--- src/rtl/mem_stage.sv ---
// Memory pipeline stage: issues one bus access per load/store, stalls upstream until the
// access completes or times out, and drives register-file writeback.
module mem_stage #(
    parameter int TIMEOUT = 16
) (
    input  logic        clk,
    input  logic        rst_n,
    input  logic        we_in,
    input  logic [3:0]  dst_addr_in,
    input  logic [15:0] alu_in,
    input  logic        Mem_re_in,
    input  logic        Mem_we_in,
    input  logic        Mem_sel_in,
    input  logic [15:0] d_addr_in,
    input  logic [15:0] wrt_data_in,
    output logic        mem_req,
    output logic        mem_wr,
    output logic        mem_sel,
    output logic [15:0] mem_addr,
    output logic [15:0] mem_wdata,
    input  logic        mem_ack,
    input  logic [15:0] mem_rdata,
    output logic        stall,
    output logic        wb_we,
    output logic [3:0]  wb_dst_addr,
    output logic [15:0] wb_data,
    output logic        bus_err
);
    localparam int CW = $clog2(TIMEOUT + 1);

    typedef enum logic {IDLE, BUSY} state_t;

    state_t        state_q, state_d;
    logic [CW-1:0] tmo_cnt_q, tmo_cnt_d;
    logic          mem_req_q, mem_req_d;
    logic          mem_wr_q, mem_wr_d;
    logic          mem_sel_q, mem_sel_d;
    logic [15:0]   mem_addr_q, mem_addr_d;
    logic [15:0]   mem_wdata_q, mem_wdata_d;
    logic          wb_we_q, wb_we_d;
    logic [3:0]    wb_dst_q, wb_dst_d;
    logic [15:0]   wb_data_q, wb_data_d;
    logic          bus_err_q, bus_err_d;
    logic          stall_c;

    always_ff @(posedge clk or negedge rst_n) begin
        if (!rst_n) begin
            state_q     <= IDLE;
            tmo_cnt_q   <= '0;
            mem_req_q   <= 1'b0;
            mem_wr_q    <= 1'b0;
            mem_sel_q   <= 1'b0;
            mem_addr_q  <= '0;
            mem_wdata_q <= '0;
            wb_we_q     <= 1'b0;
            wb_dst_q    <= '0;
            wb_data_q   <= '0;
            bus_err_q   <= 1'b0;
        end else begin
            state_q     <= state_d;
            tmo_cnt_q   <= tmo_cnt_d;
            mem_req_q   <= mem_req_d;
            mem_wr_q    <= mem_wr_d;
            mem_sel_q   <= mem_sel_d;
            mem_addr_q  <= mem_addr_d;
            mem_wdata_q <= mem_wdata_d;
            wb_we_q     <= wb_we_d;
            wb_dst_q    <= wb_dst_d;
            wb_data_q   <= wb_data_d;
            bus_err_q   <= bus_err_d;
        end
    end

    // wb_we and bus_err default low so each writeback/error is a single-cycle event.
    always_comb begin
        state_d     = state_q;
        tmo_cnt_d   = tmo_cnt_q;
        mem_req_d   = mem_req_q;
        mem_wr_d    = mem_wr_q;
        mem_sel_d   = mem_sel_q;
        mem_addr_d  = mem_addr_q;
        mem_wdata_d = mem_wdata_q;
        wb_we_d     = 1'b0;
        wb_dst_d    = wb_dst_q;
        wb_data_d   = wb_data_q;
        bus_err_d   = 1'b0;
        stall_c     = 1'b0;
        case (state_q)
            IDLE: begin
                if (Mem_re_in || Mem_we_in) begin
                    stall_c     = 1'b1;
                    mem_req_d   = 1'b1;
                    mem_wr_d    = Mem_we_in;
                    mem_sel_d   = Mem_sel_in;
                    mem_addr_d  = d_addr_in;
                    mem_wdata_d = wrt_data_in;
                    tmo_cnt_d   = '0;
                    state_d     = BUSY;
                end else begin
                    wb_we_d   = we_in;
                    wb_dst_d  = dst_addr_in;
                    wb_data_d = alu_in;
                end
            end
            BUSY: begin
                // Ack takes priority over the terminal count.
                if (mem_ack) begin
                    mem_req_d = 1'b0;
                    state_d   = IDLE;
                    if (!mem_wr_q) begin
                        wb_we_d   = we_in;
                        wb_dst_d  = dst_addr_in;
                        wb_data_d = mem_rdata;
                    end
                end else if (tmo_cnt_q == CW'(TIMEOUT - 1)) begin
                    mem_req_d = 1'b0;
                    bus_err_d = 1'b1;
                    state_d   = IDLE;
                end else begin
                    stall_c   = 1'b1;
                    tmo_cnt_d = tmo_cnt_q + CW'(1);
                end
            end
            default: state_d = IDLE;
        endcase
    end

    // Upstream must not be frozen while the stage is held in reset.
    assign stall       = stall_c & rst_n;
    assign mem_req     = mem_req_q;
    assign mem_wr      = mem_wr_q;
    assign mem_sel     = mem_sel_q;
    assign mem_addr    = mem_addr_q;
    assign mem_wdata   = mem_wdata_q;
    assign wb_we       = wb_we_q;
    assign wb_dst_addr = wb_dst_q;
    assign wb_data     = wb_data_q;
    assign bus_err     = bus_err_q;
endmodule

--- config.mk ---
export PLATFORM = sky130hd
export DESIGN_NAME = mem_stage
export DESIGN_NICKNAME = d
export VERILOG_FILES = /design/src/rtl/mem_stage.sv
export SDC_FILE = /design/constraint.sdc
export NUM_CORES = 1
export LEC_CHECK = 0
export CAP_MARGIN = 20
export CORE_MARGIN = 5
export CORE_UTILIZATION = 36
export CTS_BUF_LIST = sky130_fd_sc_hd__clkbuf_16
export CTS_CLUSTER_DIAMETER = 100
export DETAILED_ROUTE_END_ITERATION = 10
export PLACE_DENSITY = 0.88
export SETUP_SLACK_MARGIN = 0.2
export SLEW_MARGIN = 10
export SYNTH_ARGS = -nofsm -noshare
export SYNTH_HDL_FRONTEND = slang
export SYNTH_SLANG_ARGS = --single-unit
export TNS_END_PERCENT = 50
--- constraint.sdc ---
create_clock -name clk -period 1.9 [get_ports clk]
set_input_delay 0.19 -clock clk [delete_from_list [all_inputs] [get_ports clk]]
set_output_delay 0.19 -clock clk [all_outputs]
set_load 0.02 [all_outputs]
Yosys cells after proc, flatten, opt, wreduce, memory -nomap -nowiden
Index checks and enable logic that the tools add are counted.
W data, S select, Z words.

cells by class
  add/sub/neg operators = 1
  $mul = 0
  div/mod/pow operators = 0
  magnitude comparators = 0
  eq/ne operators = 8
  shift-type cells = 0
  multiplexer cells = 27
  bitwise operators = 2
  reduce and logical (&&, ||, !) cells = 5

operators by type and width
  kind                   count
  $mux W16               3
  $pmux W16 S2           1
  $mux W5                3
  $mux W1                12
  $mux W4                3
  $ne A2 B2 Y1 const B   6
  $pmux W5 S2            1
  $pmux W4 S2            1
  $pmux W1 S2            3
  $reduce_and A3 Y1      2
  $add A5 B1 Y5 const B  1
  $eq A5 B4 Y1 const B   1
  $reduce_and A2 Y1      2
  $ne A3 B2 Y1 const B   1
  $and A1 B1 Y1          1
  $logic_or A1 B1 Y1     1
  $not A1 Y1             1

word-level totals
  register bits = 63
  latch bits = 0
  memory bits (writable) = 0
  bits in read-only memories = 0
  input port bits = 75
  output and inout bits = 58
  logic and storage cells = 54
  memories = 0

Depth between registers and ports, before layout
  depth in word-level cells = 5
  gate-level depth with buffers = 6
  depth with buffers taken out = 6

Least setup slack after synthesis
Ideal clock, no wire load.

  path kind = flip-flop to output port
  start point = register tmo_cnt_q[0]
  end point = output stall
  data arrival time = 1752 ps
  required time = 1710 ps
  slack = -42 ps
  stages on the path, launching flop included = 7
  path buffers = 0
  cells stage by stage = dfrtp_1 -> ha_1 -> and3_1 -> ha_1 -> or3b_1 -> nand2_1 -> and2_1

between the ends
  longest elaborated chain between the ends = 5

RTL lines
  item                    line  source
  start, declared         34    logic [CW-1:0] tmo_cnt_q, tmo_cnt_d;
  start signal, assigned  61    tmo_cnt_q <= tmo_cnt_d;
  $eq A5 B4 Y1            115   end else if (tmo_cnt_q == CW'(TIMEOUT - 1)) begin
  $mux W1                 115
  $mux W1                 107   if (mem_ack) begin
  $pmux W1 S2             88    case (state_q)
  via stall_c             44    logic stall_c;
  $and A1 B1 Y1           129   assign stall = stall_c & rst_n;
  end, declared           23    output logic stall,

The timed path passes the listed nets, and every way through them passes these cells.

Worst setup path in the final report
Ends and elaborated chain as after synthesis.

==> results_dict.tcl <==
set metrics [dict create \
    vias_per_cell 4.58 \
    clock_sinks 63 \
    yosysMostFrequentCell "dfrtp_1" \
    relSlewSlack_pct 48.1 \
    detail-route-antenna-nets 0 \
    crit_arrival_ns 1.91 \
    post-dp-hpwl_um 5010 \
    rows 31 \
    slew_viol_final 0 \
    worstPathRequired_ns 1.71 \
    p_comb_share_pct 46.7 \
    clk_pin_slew_ns 0.05 \
    avgRoutedWirePerCell_um 16.1 \
    ys_async_sr_fraction_pct 100 \
    antenna_cells 0 \
    ys_top_cells_by_area "dfrtp_1, mux2_2, mux2_4" \
    ys_types 26 \
    fin_skew_ns 0.00886 \
    ys_ff_latch 63 \
    insertion_delay_ns 0.31 \
    grt_pass1_vias 2267 \
    failed_checks "negative setup slack" \
    gp_congestion 0.773 \
    numPortBuffers 132 \
    fp.dieH_um 96.6 \
    status "complete, but fails checks" \
    cts.path.max_buffers 2 \
    timing.setup.tns_ns -0.554 \
    cellPowerDensity_nw_per_um2 1420 \
    synthesis.area_um2 2700 \
    overflow 0 \
    start_kind "register" \
    syn-num-nets 246 \
    drt_iter0_markers 18 \
    die_area_um2 9330 \
    htreeDepth 3 \
    switching_share_pct 31.7 \
    rsz0062_at_grt "true" \
    synth_cells 169 \
    pin_count 133 \
    synthAdderAreaFrac_pct 0.927 \
    drcViolationCount 0 \
    post_synth_mux_area_share_pct 32.2 \
    setup_viol 5 \
    seqPwrFrac_pct 32.6 \
    synth_top_family_by_area "multiplexers" \
    via_count 1954 \
    synthDominantCellAreaShare_pct 58.4 \
    coreArea_um2 7290 \
    p_leak_nw 1.98 \
    internal_power_mw 4.44 \
    synth_warnings 0 \
    max_freq_ghz 0.475 \
    ys.flop_type "dfrtp_1" \
    crit_path_max_fanout 2 \
    setup_ws_ns -0.204 \
    fp.dieW_um 96.6 \
    p_switching_mw 2.06 \
    antenna_found_initial 0 \
    hp-class "input pin to async pin" \
    area_delta_synth_final_pct 69.2 \
    numCtsBuffers 9 \
    p_clk_share_pct 20.7 \
    fillers 589 \
    period_minus_slack_ns 2.10 \
    root_buffer "clkbuf_16" \
    synth_edf_count 0 \
    wirelength_um 6870 \
    grt_first_pass_wirelength_um 11200 \
    start_util_pct 37.0 \
    synth-compound-area-share_pct 2.13 \
    postCtsHoldBufs 0 \
    hold_viol 0 \
    track_usage_pct 14.8 \
    max-vdd-ir-drop_uv 674 \
    synth-simple-area-share_pct 3.34 \
    synth-seq-area-share_pct 58.4 \
    synthTopCellsByCount "dfrtp_1, mux2_2, mux2_4" \
    grt_max_degree 64 \
    drv_cap 0 \
    final_nets 403 \
    cts_tree "yes" \
    dr.pass1.iters 2 \
    endpoint_kind "primary output" \
    avgSynthCellArea_um2 16.0 \
    worstMarginPinSlew_ns 0.779 \
    synth_top_area_cell "dfrtp_1" \
    critical_path_class "register to primary output" \
    post-place-ws_ns -0.382 \
    drive_above_1_share_pct 32.9 \
    period_share_pct 111 \
    synthXorXnorAreaFrac_pct 0 \
]
==> power groups by stage <==
stage | combinational (mW) | clock [mW] | sequential [mW]
after floorplan | 0.952 | 0 | 2.73
after global placement | 2.91 | 0 | 2.10
after detailed placement | 2.96 | 0 | 2.14
after CTS | 3.04 | 1.39 | 2.12
after global routing | 3.21 | 1.45 | 2.19
final | 3.04 | 1.35 | 2.12
==> sequential cells by signal (all words and copies together) (netlist names) <==
register and flops:
bus_err 1, mem_addr 16, mem_req 1, mem_sel 1
mem_wdata 16, mem_wr 1, state_q 1, tmo_cnt_q 5
wb_data 16, wb_dst_addr 4, wb_we 1
==> critical path: stages (launching register included) <==
cell and delay, ns:
dfrtp_1 0.41, ha_2 0.19, and3_4 0.15, ha_4 0.15
or3b_4 0.39, nand2_4 0.07, and2_4 0.13, buf_6 0.11
==> path summary, 6_finish.rpt <==
kind                                          start                        to  slack [ns]  depth (start not counted)
max                        tmo_cnt_q[0]$_DFFE_PN0P_                     stall       -0.20                          7
max in group asynchronous                     rst_n   mem_addr[9]$_DFFE_PN0P_        1.31                          2
min in group clk                              we_in           wb_we$_DFF_PN0_        0.46                          2
min                                           rst_n  mem_wdata[5]$_DFFE_PN0P_        0.08                          2
min reg2reg                     mem_req$_DFFE_PN0P_       mem_req$_DFFE_PN0P_        0.48                          2
max reg2reg                tmo_cnt_q[0]$_DFFE_PN0P_  tmo_cnt_q[4]$_DFFE_PN0P_       -0.16                         12
==> logic make-up after synthesis <==
| family | after synthesis |
|---|---|
| muxes | 71 |
| adders and majority gates | 2 |
| AOI/OAI and AO/OA | 8 |
| and+or+nand+nor | 15 |
| DFF | 63 |
| buffers and inverters | 10 |
==> final cells by class <==
class                           instances  area [um2]  area share [%]
Clock buffer                            9         225            4.93
Clock inverter                          4        17.5           0.383
Tap cell                               99         124            2.71
Sequential cell                        63        1580            34.5
Multi-Input combinational cell         96        1100            24.2
Inverter                                2        7.51           0.164
Timing Repair Buffer                  154        1510            33.1
==> what timing repair did <==
| action | 4_1_cts | 5_1_grt |
|---|---|---|
| endpoints found under the setup margin | 4 | 7 |
| pin swaps | 5 | 4 |
| gates resized for setup | 11 | 6 |
| buffers inserted | 6 | 1 |
==> layout by cell type (no fill, tap or decap), types with 2 or more instances in the layout <==
| cell | count |
|---|---|
| clkdlybuf4s50_1 | 130 |
| dfrtp_1 | 63 |
| mux2_2 | 43 |
| mux2_4 | 19 |
| buf_4 | 16 |
| clkbuf_16 | 9 |
| mux2_1 | 8 |
| buf_6 | 6 |
| nand2_1 | 5 |
| inv_1 | 3 |
| o21ai_0 | 2 |
| clkinv_2 | 2 |
==> per-layer routing <==
| metal | vias to the layer above | share of wire (%) | global-route usage, % |
|---|---|---|---|
| met1 | 957 | 40 | 16.6 |
| met3 | 2 | 8.3 | 6.33 |
| met5 | - | 0 | 0 |
| met4 | 0 | 0.45 | 5.18 |
| li1 | 914 | - | - |
| met2 | 81 | 51 | 25.2 |
==> metrics by stage <==
step                      cell area, um2  power [mW]  cells  utilization (%)  hold slack, ns
after global routing                4570        6.85    427             62.6           0.156
after floorplan                     2730        3.68    169                -          -0.106
after detailed placement            4230        5.10    407             58.0           0.452
final                               4570        6.51    427             62.6          0.0804
after global placement              4230        5.01    407             58.0           0.453
after CTS                           4530        6.56    426             62.1           0.110
Note: power is estimated with default switching activity, not from simulation.
